==> config.mk <==
export PLATFORM = sky130hd
export DESIGN_NAME = ram_port_arbiter_flat
export DESIGN_NICKNAME = d
export VERILOG_FILES = /design/src/rtl/ram_port_arbiter_pkg.sv /design/src/rtl/ram_port_arbiter_if.sv /design/src/rtl/ram_port_arbiter_lane_unit.sv /design/src/rtl/ram_port_arbiter.sv /design/src/flat_wrapper.sv
export SDC_FILE = /design/constraint.sdc
export NUM_CORES = 1
export LEC_CHECK = 0
export ABC_AREA = 1
export CORE_MARGIN = 1
export CORE_UTILIZATION = 50
export CTS_BUF_LIST = sky130_fd_sc_hd__clkbuf_8
export DETAILED_ROUTE_END_ITERATION = 12
export PLACE_DENSITY = 0.86
export SYNTH_ARGS = -nofsm -noshare
export SYNTH_HDL_FRONTEND = slang
export SYNTH_SLANG_ARGS = --single-unit
export TNS_END_PERCENT = 30
==> constraint.sdc <==
create_clock -name clk -period 2.7 [get_ports clk]
set_input_delay 0.27 -clock clk [delete_from_list [all_inputs] [get_ports clk]]
set_output_delay 0.27 -clock clk [all_outputs]
set_load 0.01 [all_outputs]
==> src/rtl/ram_port_arbiter_pkg.sv <==
// Shared constants and types for the RAM port arbiter: access size encoding,
// FSM states, lane geometry and the alignment rule.
package ram_port_arbiter_pkg;

  localparam int unsigned DEFAULT_ADDR_W = 16;

  localparam int unsigned DATA_W  = 32;
  localparam int unsigned LANE_W  = 8;
  localparam int unsigned HALF_W  = 16;
  localparam int unsigned OFS_W   = 2;
  localparam int unsigned SHIFT_W = 5;

  localparam logic [1:0] SIZE_B = 2'b00;
  localparam logic [1:0] SIZE_H = 2'b01;
  localparam logic [1:0] SIZE_W = 2'b10;
  localparam logic [1:0] SIZE_R = 2'b11;

  // RMW_READ names the grant cycle itself (read issued combinationally);
  // the register only ever holds IDLE or RMW_WRITE.
  typedef enum logic [1:0] {
    IDLE      = 2'd0,
    RMW_READ  = 2'd1,
    RMW_WRITE = 2'd2
  } state_e;

  function automatic logic misaligned(input logic [1:0] size, input logic [OFS_W-1:0] ofs);
    logic bad;
    case (size)
      SIZE_B:  bad = 1'b0;
      SIZE_H:  bad = ofs[0];
      SIZE_W:  bad = |ofs;
      default: bad = 1'b1;
    endcase
    return bad;
  endfunction

endpackage

==> src/rtl/ram_port_arbiter_if.sv <==
// Core-side request/response bundle: fetch port plus load/store data port.
interface ram_port_arbiter_if #(
  parameter int unsigned ADDR_W = ram_port_arbiter_pkg::DEFAULT_ADDR_W
);
  logic              if_req_valid;
  logic              if_req_ready;
  logic [ADDR_W-1:0] if_req_addr;
  logic              if_rsp_valid;
  logic [31:0]       if_rsp_data;
  logic              if_rsp_err;

  logic              d_req_valid;
  logic              d_req_ready;
  logic [ADDR_W-1:0] d_req_addr;
  logic              d_req_we;
  logic [1:0]        d_req_size;
  logic              d_req_unsigned;
  logic [31:0]       d_req_wdata;
  logic              d_rsp_valid;
  logic [31:0]       d_rsp_rdata;
  logic              d_rsp_err;

  modport master (
    output if_req_valid, if_req_addr,
    input  if_req_ready, if_rsp_valid, if_rsp_data, if_rsp_err,
    output d_req_valid, d_req_addr, d_req_we, d_req_size, d_req_unsigned, d_req_wdata,
    input  d_req_ready, d_rsp_valid, d_rsp_rdata, d_rsp_err
  );

  modport slave (
    input  if_req_valid, if_req_addr,
    output if_req_ready, if_rsp_valid, if_rsp_data, if_rsp_err,
    input  d_req_valid, d_req_addr, d_req_we, d_req_size, d_req_unsigned, d_req_wdata,
    output d_req_ready, d_rsp_valid, d_rsp_rdata, d_rsp_err
  );
endinterface

==> src/rtl/ram_port_arbiter_lane_unit.sv <==
// Combinational lane logic: little-endian load extract/extend and
// sub-word store merge into a RAM word.
module ram_lane_unit
  import ram_port_arbiter_pkg::*;
(
  input  logic [DATA_W-1:0] word_i,
  input  logic [OFS_W-1:0]  ofs_i,
  input  logic [1:0]        size_i,
  input  logic              uns_i,
  input  logic [DATA_W-1:0] wdata_i,
  output logic [DATA_W-1:0] rdata_o,
  output logic [DATA_W-1:0] merge_o
);
  logic [SHIFT_W-1:0] byte_sh;
  logic [SHIFT_W-1:0] half_sh;
  logic [LANE_W-1:0]  byte_v;
  logic [HALF_W-1:0]  half_v;

  always_comb begin
    byte_sh = {ofs_i, 3'b000};
    half_sh = {ofs_i[1], 4'b0000};
    byte_v  = LANE_W'(word_i >> byte_sh);
    half_v  = HALF_W'(word_i >> half_sh);
    rdata_o = '0;
    merge_o = word_i;
    case (size_i)
      SIZE_B: begin
        rdata_o = uns_i ? DATA_W'(byte_v) : {{(DATA_W-LANE_W){byte_v[LANE_W-1]}}, byte_v};
        merge_o = (word_i & ~(DATA_W'(32'hFF) << byte_sh))
                | (DATA_W'(wdata_i[LANE_W-1:0]) << byte_sh);
      end
      SIZE_H: begin
        rdata_o = uns_i ? DATA_W'(half_v) : {{(DATA_W-HALF_W){half_v[HALF_W-1]}}, half_v};
        merge_o = (word_i & ~(DATA_W'(32'hFFFF) << half_sh))
                | (DATA_W'(wdata_i[HALF_W-1:0]) << half_sh);
      end
      SIZE_W: begin
        rdata_o = word_i;
        merge_o = wdata_i;
      end
      default: begin
        rdata_o = '0;
        merge_o = word_i;
      end
    endcase
  end
endmodule

==> src/rtl/ram_port_arbiter.sv <==
// Shares one single-port RAM between instruction fetch and the data port,
// with RMW for sub-word stores and a starvation guard for fetch.
module ram_port_arbiter
  import ram_port_arbiter_pkg::*;
#(
  parameter int unsigned ADDR_W       = DEFAULT_ADDR_W,
  parameter int unsigned STARVE_LIMIT = 4
) (
  input  logic                clk,
  input  logic                rst,
  ram_port_arbiter_if.slave   core,
  output logic                ram_wren,
  output logic [ADDR_W-1:0]   ram_address,
  output logic [DATA_W-1:0]   ram_write_data,
  input  logic [DATA_W-1:0]   ram_data
);
  localparam int unsigned CNT_W = $clog2(STARVE_LIMIT + 1);

  state_e              state_q, state_d;
  logic [CNT_W-1:0]    starve_q, starve_d;
  logic [ADDR_W-1:0]   addr_q, addr_d;
  logic [DATA_W-1:0]   wdata_q, wdata_d;
  logic                if_pend_q, if_pend_d, if_err_q, if_err_d;
  logic                d_pend_q, d_pend_d, d_err_q, d_err_d, d_load_q, d_load_d;
  logic [OFS_W-1:0]    d_ofs_q, d_ofs_d;
  logic [1:0]          d_size_q, d_size_d;
  logic                d_uns_q, d_uns_d;
  logic [DATA_W-1:0]   d_st_q, d_st_d;

  logic                force_if, if_ready, d_ready, if_grant, d_grant, mis;
  logic [DATA_W-1:0]   lane_rdata, lane_merge;

  assign force_if = (starve_q == CNT_W'(STARVE_LIMIT));

  ram_lane_unit u_lane (
    .word_i  (ram_data),
    .ofs_i   (d_ofs_q),
    .size_i  (d_size_q),
    .uns_i   (d_uns_q),
    .wdata_i (d_st_q),
    .rdata_o (lane_rdata),
    .merge_o (lane_merge)
  );

  // Grant, RAM drive and next-state; RAM address/data are the next register values.
  always_comb begin
    state_d   = state_q;
    starve_d  = starve_q;
    addr_d    = addr_q;
    wdata_d   = wdata_q;
    if_pend_d = 1'b0;
    if_err_d  = if_err_q;
    d_pend_d  = 1'b0;
    d_err_d   = d_err_q;
    d_load_d  = d_load_q;
    d_ofs_d   = d_ofs_q;
    d_size_d  = d_size_q;
    d_uns_d   = d_uns_q;
    d_st_d    = d_st_q;
    if_ready  = 1'b0;
    d_ready   = 1'b0;
    if_grant  = 1'b0;
    d_grant   = 1'b0;
    ram_wren  = 1'b0;
    mis       = 1'b0;

    if (rst) begin
      state_d  = IDLE;
      starve_d = '0;
      addr_d   = '0;
      wdata_d  = '0;
      if_err_d = 1'b0;
      d_err_d  = 1'b0;
      d_load_d = 1'b0;
      d_ofs_d  = '0;
      d_size_d = '0;
      d_uns_d  = 1'b0;
      d_st_d   = '0;
    end else begin
      case (state_q)
        IDLE: begin
          d_ready  = !(force_if && core.if_req_valid);
          if_ready = !core.d_req_valid || force_if;
          if_grant = core.if_req_valid && if_ready;
          d_grant  = core.d_req_valid && d_ready;
          if (if_grant) begin
            addr_d    = {core.if_req_addr[ADDR_W-1:2], 2'b00};
            if_pend_d = 1'b1;
            if_err_d  = |core.if_req_addr[1:0];
          end else if (d_grant) begin
            addr_d   = {core.d_req_addr[ADDR_W-1:2], 2'b00};
            mis      = misaligned(core.d_req_size, core.d_req_addr[1:0]);
            d_ofs_d  = core.d_req_addr[1:0];
            d_size_d = core.d_req_size;
            d_uns_d  = core.d_req_unsigned;
            d_st_d   = core.d_req_wdata;
            if (!mis && core.d_req_we && core.d_req_size != SIZE_W) begin
              state_d = RMW_WRITE;
            end else begin
              d_pend_d = 1'b1;
              d_err_d  = mis;
              d_load_d = !core.d_req_we;
              if (core.d_req_we && !mis) begin
                ram_wren = 1'b1;
                wdata_d  = core.d_req_wdata;
              end
            end
          end
        end
        RMW_WRITE: begin
          ram_wren = 1'b1;
          wdata_d  = lane_merge;
          d_pend_d = 1'b1;
          d_err_d  = 1'b0;
          d_load_d = 1'b0;
          state_d  = IDLE;
        end
        default: state_d = IDLE;
      endcase

      if (!core.if_req_valid || if_grant) starve_d = '0;
      else if (d_grant && !force_if)      starve_d = starve_q + CNT_W'(1);
    end
  end

  always_ff @(posedge clk) begin
    state_q   <= state_d;
    starve_q  <= starve_d;
    addr_q    <= addr_d;
    wdata_q   <= wdata_d;
    if_pend_q <= if_pend_d;
    if_err_q  <= if_err_d;
    d_pend_q  <= d_pend_d;
    d_err_q   <= d_err_d;
    d_load_q  <= d_load_d;
    d_ofs_q   <= d_ofs_d;
    d_size_q  <= d_size_d;
    d_uns_q   <= d_uns_d;
    d_st_q    <= d_st_d;
  end

  assign ram_address    = addr_d;
  assign ram_write_data = wdata_d;

  // RAM read data lands the cycle after the grant, alongside the response pulse.
  assign core.if_req_ready = if_ready;
  assign core.d_req_ready  = d_ready;
  assign core.if_rsp_valid = if_pend_q;
  assign core.if_rsp_err   = if_pend_q && if_err_q;
  assign core.if_rsp_data  = (if_pend_q && !if_err_q) ? ram_data : '0;
  assign core.d_rsp_valid  = d_pend_q;
  assign core.d_rsp_err    = d_pend_q && d_err_q;
  assign core.d_rsp_rdata  = (d_pend_q && d_load_q && !d_err_q) ? lane_rdata : '0;

endmodule
==> src/flat_wrapper.sv <==
// flat-port wrapper written by rule: the top's interface ports become plain ports
module ram_port_arbiter_flat import ram_port_arbiter_pkg::*;
#(
  parameter int unsigned ADDR_W       = DEFAULT_ADDR_W,
  parameter int unsigned STARVE_LIMIT = 4
)
  (clk, rst, ram_wren, ram_address, ram_write_data, ram_data, core_if_req_valid, core_if_req_addr, core_if_req_ready, core_if_rsp_valid, core_if_rsp_data, core_if_rsp_err, core_d_req_valid, core_d_req_addr, core_d_req_we, core_d_req_size, core_d_req_unsigned, core_d_req_wdata, core_d_req_ready, core_d_rsp_valid, core_d_rsp_rdata, core_d_rsp_err);
  ram_port_arbiter_if #(.ADDR_W(ADDR_W)) core_i ();
  input  logic clk;
  input  logic rst;
  output logic ram_wren;
  output logic [ADDR_W-1:0] ram_address;
  output logic [DATA_W-1:0] ram_write_data;
  input  logic [DATA_W-1:0] ram_data;
  input wire logic [$bits(core_i.if_req_valid)-1:0] core_if_req_valid;
  input wire logic [$bits(core_i.if_req_addr)-1:0] core_if_req_addr;
  output wire logic [$bits(core_i.if_req_ready)-1:0] core_if_req_ready;
  output wire logic [$bits(core_i.if_rsp_valid)-1:0] core_if_rsp_valid;
  output wire logic [$bits(core_i.if_rsp_data)-1:0] core_if_rsp_data;
  output wire logic [$bits(core_i.if_rsp_err)-1:0] core_if_rsp_err;
  input wire logic [$bits(core_i.d_req_valid)-1:0] core_d_req_valid;
  input wire logic [$bits(core_i.d_req_addr)-1:0] core_d_req_addr;
  input wire logic [$bits(core_i.d_req_we)-1:0] core_d_req_we;
  input wire logic [$bits(core_i.d_req_size)-1:0] core_d_req_size;
  input wire logic [$bits(core_i.d_req_unsigned)-1:0] core_d_req_unsigned;
  input wire logic [$bits(core_i.d_req_wdata)-1:0] core_d_req_wdata;
  output wire logic [$bits(core_i.d_req_ready)-1:0] core_d_req_ready;
  output wire logic [$bits(core_i.d_rsp_valid)-1:0] core_d_rsp_valid;
  output wire logic [$bits(core_i.d_rsp_rdata)-1:0] core_d_rsp_rdata;
  output wire logic [$bits(core_i.d_rsp_err)-1:0] core_d_rsp_err;
  assign core_i.if_req_valid = core_if_req_valid;
  assign core_i.if_req_addr = core_if_req_addr;
  assign core_if_req_ready = core_i.if_req_ready;
  assign core_if_rsp_valid = core_i.if_rsp_valid;
  assign core_if_rsp_data = core_i.if_rsp_data;
  assign core_if_rsp_err = core_i.if_rsp_err;
  assign core_i.d_req_valid = core_d_req_valid;
  assign core_i.d_req_addr = core_d_req_addr;
  assign core_i.d_req_we = core_d_req_we;
  assign core_i.d_req_size = core_d_req_size;
  assign core_i.d_req_unsigned = core_d_req_unsigned;
  assign core_i.d_req_wdata = core_d_req_wdata;
  assign core_d_req_ready = core_i.d_req_ready;
  assign core_d_rsp_valid = core_i.d_rsp_valid;
  assign core_d_rsp_rdata = core_i.d_rsp_rdata;
  assign core_d_rsp_err = core_i.d_rsp_err;
  ram_port_arbiter #(.ADDR_W(ADDR_W), .STARVE_LIMIT(STARVE_LIMIT)) u_core (.clk(clk), .rst(rst), .core(core_i), .ram_wren(ram_wren), .ram_address(ram_address), .ram_write_data(ram_write_data), .ram_data(ram_data));
endmodule
Yosys cells after proc, flatten, opt, wreduce, memory -nomap -nowiden --
Index checks and enable logic that the tools add are counted.
Word-level totals: output and inout bits 119, register bits 94, input port bits 104
Cells by class: equal/unequal tests 9, reduce and logical (&&, ||, !) cells 33, multiplexer cells 48, shift operators 6, add/sub/neg operators 1, bitwise operators 8
Operator list (number):
- 2-to-1 mux 32 bit | 9
- case mux 32 bit (3 select lines) | 2
- bitwise AND 32 bit | 2
- 2-to-1 mux 16 bit | 4
- NOT 32 bit | 2
- OR 32 bit | 2
- case mux 32 bit (2 select lines) | 1
- left shift 16 x 5 -> 32 bit | 1
- left shift 16 x 5 -> 32 bit (first input constant) | 1
- left shift 8 x 5 -> 32 bit | 1
- left shift 8 x 5 -> 32 bit (first input constant) | 1
- right shift 32 x 5 -> 16 bit | 1
- right shift 32 x 5 -> 8 bit | 1
- 2-to-1 mux 1 bit | 27
- logical AND 1 bit | 11
- zero test 1 bit | 8
- case mux 1 bit (2 select lines) | 4
- OR reduction 2 bit | 4
- zero test 2 bit | 3
- inequality test 2 bit (second input constant) | 3
- AND reduction 3 bit | 2
- == test 2 x 1 -> 1 bit (second input constant) | 2
- == test 2 bit (second input constant) | 2
- AND reduction 4 bit | 1
- other kinds (8) | 10

Depth between registers and ports, before layout --
depth in word-level cells 16, mapped depth 12, depth with buffers taken out 10

By module --
From an unflattened synthesis, not the netlist that was laid out.
Second synthesis, totals: cell total of the unflattened synthesis 1287, area, all modules 6990.5 µm²
Modules (own cells, without submodules):
- ram_port_arbiter | sequential area each 1881.8 µm², area an instance 5018.6 µm², cells an instance 812, instances 1
- ram_lane_unit | sequential area each 0.0 µm², area an instance 1971.9 µm², cells an instance 475, instances 1

Least setup slack after synthesis --
No wires, ideal clock.
path type register to output, from register u_core.starve_q[0], to output ram_address[10], data required time 2.430 ns, cell stages (with the launch flop) 11, arrival time 1.499 ns, slack 0.931 ns, cells stage by stage dfxtp_1 inv_1 ha_1 nand2_1 nand2_2 nand2_2 inv_1 nor2_2 buf_4 nand3_1 a21oi_1
On the way: word-level cells in the longest chain between the ends 8
RTL lines:
- start, declared | line ram_port_arbiter.sv:20 | logic [CNT_W-1:0] starve_q, starve_d;
- start signal, assigned | line ram_port_arbiter.sv:128 | starve_q <= starve_d;
- == test 3 bit (*) | line ram_port_arbiter.sv:33 | assign force_if = (starve_q == CNT_W'(STARVE_LIMIT));
- logical AND 1 bit | line ram_port_arbiter.sv:82 | d_ready = !(force_if && core.if_req_valid);
- zero test 1 bit | line ram_port_arbiter.sv:82
- logical AND 1 bit | line ram_port_arbiter.sv:85 | d_grant = core.d_req_valid && d_ready;
- 2-to-1 mux 16 bit | line ram_port_arbiter.sv:90 | end else if (d_grant) begin
- 2-to-1 mux 16 bit (*) | line ram_port_arbiter.sv:86 | if (if_grant) begin
- 2-to-1 mux 16 bit (*) | line ram_port_arbiter.sv:80 | case (state_q)
- 2-to-1 mux 16 bit (*) | line ram_port_arbiter.sv:67 | if (rst) begin
- end, declared | line flat_wrapper.sv:12 | output logic [ADDR_W-1:0] ram_address;
Every way passes the cells marked *; elsewhere a longest branch is shown, timed or not.

Worst setup path in the final report --
from register u_core.d_size_q[0], to output ram_write_data[3]
On the way: word-level cells in the longest chain between the ends 4
RTL lines:
- start, declared | line ram_port_arbiter.sv:26 | logic [1:0] d_size_q, d_size_d;
- start signal, assigned | line ram_port_arbiter.sv:137 | d_size_q <= d_size_d;
- == test 2 bit, or another cell as far along | line ram_port_arbiter_lane_unit.sv:26 | case (size_i)
- case mux 32 bit (3 select lines) (*) | line ram_port_arbiter_lane_unit.sv:26
- case mux 32 bit (2 select lines) (*) | line ram_port_arbiter.sv:80
- 2-to-1 mux 32 bit (*) | line ram_port_arbiter.sv:67
- end, declared | line flat_wrapper.sv:13 | output logic [DATA_W-1:0] ram_write_data;
Marks and branches as above.

==> impl_metrics.prom <==
# TYPE chip_impl_metric gauge
chip_impl_metric{name="critical_path_arrival",unit="ns"} 2.41
chip_impl_info{name="crit_path_end",value="ram_write_data[3]"} 1
chip_impl_metric{name="final_design_area_no_fill",unit="um^2"} 9630
chip_impl_metric{name="syn_area",unit="um^2"} 6750
chip_impl_metric{name="h-tree-depth",unit=""} 3
chip_impl_metric{name="final_util",unit="%"} 73.0
chip_impl_metric{name="floorplan.rows",unit=""} 42
chip_impl_metric{name="worstRegToRegCells",unit=""} 10
chip_impl_metric{name="power.share.sequential",unit="%"} 42.4
chip_impl_metric{name="drcViolationCount",unit=""} 0
chip_impl_metric{name="fin_nets",unit=""} 1470
chip_impl_info{name="timing.critical_path.from",value="u_core.d_size_q[0]"} 1
chip_impl_metric{name="clkPwrFrac",unit="%"} 24.5
chip_impl_metric{name="vdd_drop_max",unit="mV"} 0.336
chip_impl_metric{name="via_density_per_instance",unit=""} 5.50
chip_impl_metric{name="slew_violations",unit=""} 0
chip_impl_info{name="synth-main-ff-cell",value="sky130_fd_sc_hd__dfxtp_1"} 1
chip_impl_info{name="synth_area_leader_cell",value="sky130_fd_sc_hd__dfxtp_1"} 1
chip_impl_metric{name="ff2ff_setup_slack",unit="ns"} 0.61
chip_impl_metric{name="power_frac_comb",unit="%"} 33.1
chip_impl_info{name="synth_most_common_cell",value="sky130_fd_sc_hd__nand2_1"} 1
chip_impl_metric{name="ctsLongestPathBuffers",unit=""} 2
chip_impl_metric{name="yosysUniqueCellTypes",unit=""} 34
chip_impl_metric{name="gr-total-overflow",unit=""} 0
chip_impl_metric{name="syn_nets",unit=""} 1262
chip_impl_metric{name="timing.clock.skew",unit="ns"} 0.0113
chip_impl_metric{name="timing.critical_path.required",unit="ns"} 2.43
chip_impl_info{name="synth.area.top_cells",value="sky130_fd_sc_hd__dfxtp_1, sky130_fd_sc_hd__nand2_1, sky130_fd_sc_hd__nand3_1, sky130_fd_sc_hd__inv_1, sky130_fd_sc_hd__nor2_1"} 1
chip_impl_metric{name="wire_length_of_the_first_global_routing_pass",unit="mm"} 39.5
chip_impl_metric{name="drt_first_iter_violations",unit=""} 937
chip_impl_metric{name="tightest_slew",unit="ns"} 0.679
chip_impl_metric{name="syn-mean-instance-area",unit="um^2"} 5.84
chip_impl_metric{name="grt_antenna_before_repair",unit=""} 0
chip_impl_metric{name="initial_core_util",unit="%"} 51.2
chip_impl_metric{name="die-area",unit="um^2"} 14000
chip_impl_metric{name="timing.max_cap.violations",unit=""} 0
chip_impl_metric{name="global_route.usage.total",unit="%"} 35.8
chip_impl_metric{name="place.gp.congestion",unit=""} 0.982
chip_impl_metric{name="max_slew_margin",unit="%"} 54.6
chip_impl_metric{name="cts_buffers",unit=""} 9
chip_impl_info{name="worst_r2r_endpoint",value="u_core.d_st_q[7]"} 1
chip_impl_metric{name="first_global_vias",unit=""} 7542
chip_impl_metric{name="die-width",unit="um"} 118
chip_impl_metric{name="drt_pass1_iterations",unit=""} 5
chip_impl_metric{name="power-per-cell-area",unit="nW/um^2"} 375
chip_impl_info{name="worstSetupPathType",value="register to output pin"} 1
chip_impl_metric{name="timing.critical_path.fanout_max",unit=""} 15
chip_impl_metric{name="route.antenna.remaining_nets",unit=""} 0
chip_impl_info{name="clock_tree.root_cell",value="sky130_fd_sc_hd__clkbuf_8"} 1
chip_impl_metric{name="fin_crit",unit="ns"} 2.68
chip_impl_info{name="cts_tree",value="yes"} 1
chip_impl_info{name="critical_path.reg2reg.startpoint",value="u_core.starve_q[0]"} 1
chip_impl_metric{name="total_power",unit="mW"} 3.61
chip_impl_metric{name="yosysTopAreaCellShare",unit="%"} 27.9
chip_impl_metric{name="tritoncts_sink_count",unit=""} 94
chip_impl_metric{name="post_synth_inst_count",unit=""} 1156
chip_impl_metric{name="clk_pin_slew",unit="ns"} 0.10
chip_impl_metric{name="finalHoldViolCount",unit=""} 0
chip_impl_metric{name="fmax",unit="GHz"} 0.374
chip_impl_metric{name="number_of_flops_mapped_to_enable_cells_by_yosys",unit=""} 0
chip_impl_metric{name="instances_no_fill",unit=""} 1545
chip_impl_info{name="synth_top_cells_by_count",value="sky130_fd_sc_hd__nand2_1, sky130_fd_sc_hd__inv_1, sky130_fd_sc_hd__nor2_1, sky130_fd_sc_hd__nand3_1, sky130_fd_sc_hd__dfxtp_1"} 1
chip_impl_metric{name="fraction_of_the_cycle_the_final_worst_path_needs",unit="%"} 99.1
chip_impl_metric{name="antenna_cells_inserted",unit=""} 0
chip_impl_metric{name="area_growth",unit="%"} 42.6
chip_impl_metric{name="place_inst",unit=""} 1517
chip_impl_metric{name="route.vias.total",unit=""} 8491
chip_impl_metric{name="chipHeight",unit="um"} 118
chip_impl_metric{name="seq_area_frac_synth",unit="%"} 27.9
chip_impl_metric{name="final.hold.worst_slack",unit="ns"} 0.471
chip_impl_metric{name="place_hpwl",unit="mm"} 19.1
chip_impl_info{name="run_status",value="finished clean"} 1
chip_impl_metric{name="worst_setup_margin",unit="ns"} 0.0246
chip_impl_metric{name="post_drt_wl_per_cell",unit="um"} 16.8
chip_impl_info{name="startpoint_type",value="register"} 1
chip_impl_metric{name="floorplan.io_pins",unit=""} 223
chip_impl_metric{name="pre_cts_ws",unit="ns"} 0.0506
chip_impl_metric{name="core",unit="um^2"} 13200
chip_impl_metric{name="p_leak",unit="nW"} 4.99
chip_impl_metric{name="port_buffers",unit=""} 222
chip_impl_metric{name="clk_latency",unit="ns"} 0.39
chip_impl_metric{name="ys_ff_latch",unit=""} 94
chip_impl_metric{name="power.switching_fraction",unit="%"} 35.6
chip_impl_metric{name="power_switching",unit="mW"} 1.28
chip_impl_info{name="grt_setup_unrepaired",value="true"} 1
chip_impl_info{name="kind_of_end_point_of_the_critical_path",value="output pin"} 1
chip_impl_info{name="path_type_of_the_worst_min_delay_path",value="register to register"} 1
chip_impl_metric{name="detail_route.wirelength",unit="mm"} 25.9
chip_impl_metric{name="placedInstanceArea",unit="um^2"} 9150
chip_impl_metric{name="ys_warn_count",unit=""} 0
chip_impl_metric{name="fraction_of_final_layout_cells_with_drive_strength_greater_than_1",unit="%"} 9.28
chip_impl_metric{name="async_flop_share",unit="%"} 0
chip_impl_metric{name="totalNegativeSetupSlack",unit="ns"} 0
chip_impl_metric{name="grt_start_max_net_pins",unit=""} 47
chip_impl_metric{name="setup_viol",unit=""} 0
chip_impl_metric{name="internal-power",unit="mW"} 2.32
## power groups by stage
stage,registers (mW),clock network [mW],logic (mW)
2_1_floorplan,1.54,0,0.643
4_1_cts,1.53,0.896,1.14
3_5_place_dp,1.56,0,1.13
5_1_grt,1.54,0.945,1.29
3_3_place_gp,1.55,0,1.13
6_report,1.53,0.883,1.19
## cells in the final DEF, fill, tap and decap left out, types with 2 or more instances in the layout
cell / instances
sky130_fd_sc_hd__nand2_1: 259
sky130_fd_sc_hd__nand3_1: 128
sky130_fd_sc_hd__buf_8: 3
sky130_fd_sc_hd__inv_6: 3
sky130_fd_sc_hd__nand3_4: 3
sky130_fd_sc_hd__clkdlybuf4s50_1: 169
sky130_fd_sc_hd__or2_0: 3
sky130_fd_sc_hd__nand2_4: 6
sky130_fd_sc_hd__or2_2: 21
sky130_fd_sc_hd__inv_1: 168
sky130_fd_sc_hd__dfxtp_1: 90
sky130_fd_sc_hd__inv_4: 3
sky130_fd_sc_hd__dlymetal6s2s_1: 28
sky130_fd_sc_hd__o21ai_0: 83
sky130_fd_sc_hd__clkbuf_8: 9
sky130_fd_sc_hd__nand2_2: 6
sky130_fd_sc_hd__dlygate4sd2_1: 25
sky130_fd_sc_hd__a21oi_1: 80
sky130_fd_sc_hd__nor2_4: 2
sky130_fd_sc_hd__o21ai_1: 2
sky130_fd_sc_hd__nor2_1: 152
sky130_fd_sc_hd__nand4_1: 3
sky130_fd_sc_hd__a22oi_1: 8
sky130_fd_sc_hd__clkinvlp_4: 5
sky130_fd_sc_hd__ha_1: 2
sky130_fd_sc_hd__o211ai_1: 3
sky130_fd_sc_hd__o21bai_1: 30
sky130_fd_sc_hd__o22ai_1: 7
sky130_fd_sc_hd__nand3_2: 2
sky130_fd_sc_hd__dfxtp_2: 4
sky130_fd_sc_hd__nor2_2: 6
sky130_fd_sc_hd__a21oi_2: 3
sky130_fd_sc_hd__nand2_8: 2
sky130_fd_sc_hd__inv_2: 3
sky130_fd_sc_hd__buf_12: 8
sky130_fd_sc_hd__buf_4: 31
## critical path, stage by stage (launching register included)
cell and delay, ns:
sky130_fd_sc_hd__dfxtp_2 0.36, sky130_fd_sc_hd__buf_4 0.18, sky130_fd_sc_hd__nor2_8 0.14, sky130_fd_sc_hd__buf_8 0.16
sky130_fd_sc_hd__nand2_4 0.12, sky130_fd_sc_hd__nand2_8 0.13, sky130_fd_sc_hd__nand2_1 0.09, sky130_fd_sc_hd__nand3_1 0.08
sky130_fd_sc_hd__nand2_1 0.05, sky130_fd_sc_hd__inv_1 0.07, sky130_fd_sc_hd__nand2_1 0.05, sky130_fd_sc_hd__inv_1 0.06
sky130_fd_sc_hd__clkdlybuf4s50_1 0.53
## area by class of cell
class / count / area [um^2]
clock buffer: 9 / 124
clock inverter: 7 / 50.0
fill: 1174 / 3560
inverter: 176 / 681
multi-input combinational: 816 / 3920
sequential: 94 / 1890
tap: 176 / 220
timing repair buffer: 266 / 2740
timing repair inverter: 1 / 7.51
## state kept, by name, indices dropped and copies added, names as in the netlist, 2 cells and up
signal	cells
u_core.d_st_q	32
u_core.wdata_q	32
u_core.addr_q	16
u_core.starve_q	3
u_core.d_ofs_q	2
u_core.d_size_q	2
## kinds of logic after synthesis
| logic type | count (synthesis) | synth area share, % |
|---|---|---|
| xor+xnor | 1 | 0.130 |
| compound gates | 218 | 18.1 |
| simple gates | 595 | 38.3 |
| flops | 94 | 27.9 |
| fa+ha+maj | 2 | 0.371 |
| buf+inv | 246 | 15.3 |
## worst min-delay path by stage
stage,startpoint,end,slack (ns),cells after the start
4_1_cts,core_d_req_wdata[11],u_core.d_st_q[11],0.47,3
2_1_floorplan,core_d_req_wdata[10],u_core.d_st_q[10],0.40,2
3_5_place_dp,u_core.addr_q[1],u_core.addr_q[1],0.46,2
3_3_place_gp,u_core.addr_q[0],u_core.addr_q[0],0.46,2
6_report,u_core.addr_q[1],u_core.addr_q[1],0.47,2
5_1_grt,u_core.addr_q[1],u_core.addr_q[1],0.49,2
## what timing repair did
item                       4_1_cts  5_1_grt
buffers inserted                 2        8
setup endpoints to repair       52       46
hold buffers                     0        0
pin swaps                        2        4
gates resized for setup         41       49
gates cloned                     0        2
## layer usage
metal  GRT usage, %  part of all wire, %  wire length [um]
met1           44.7                   40             10400
met4           16.4                  4.1              1050
met2           57.9                   45             11700
met5              0                    0                 0
met3           9.03                   11              2760
Note: power is estimated with default switching activity, not from simulation.
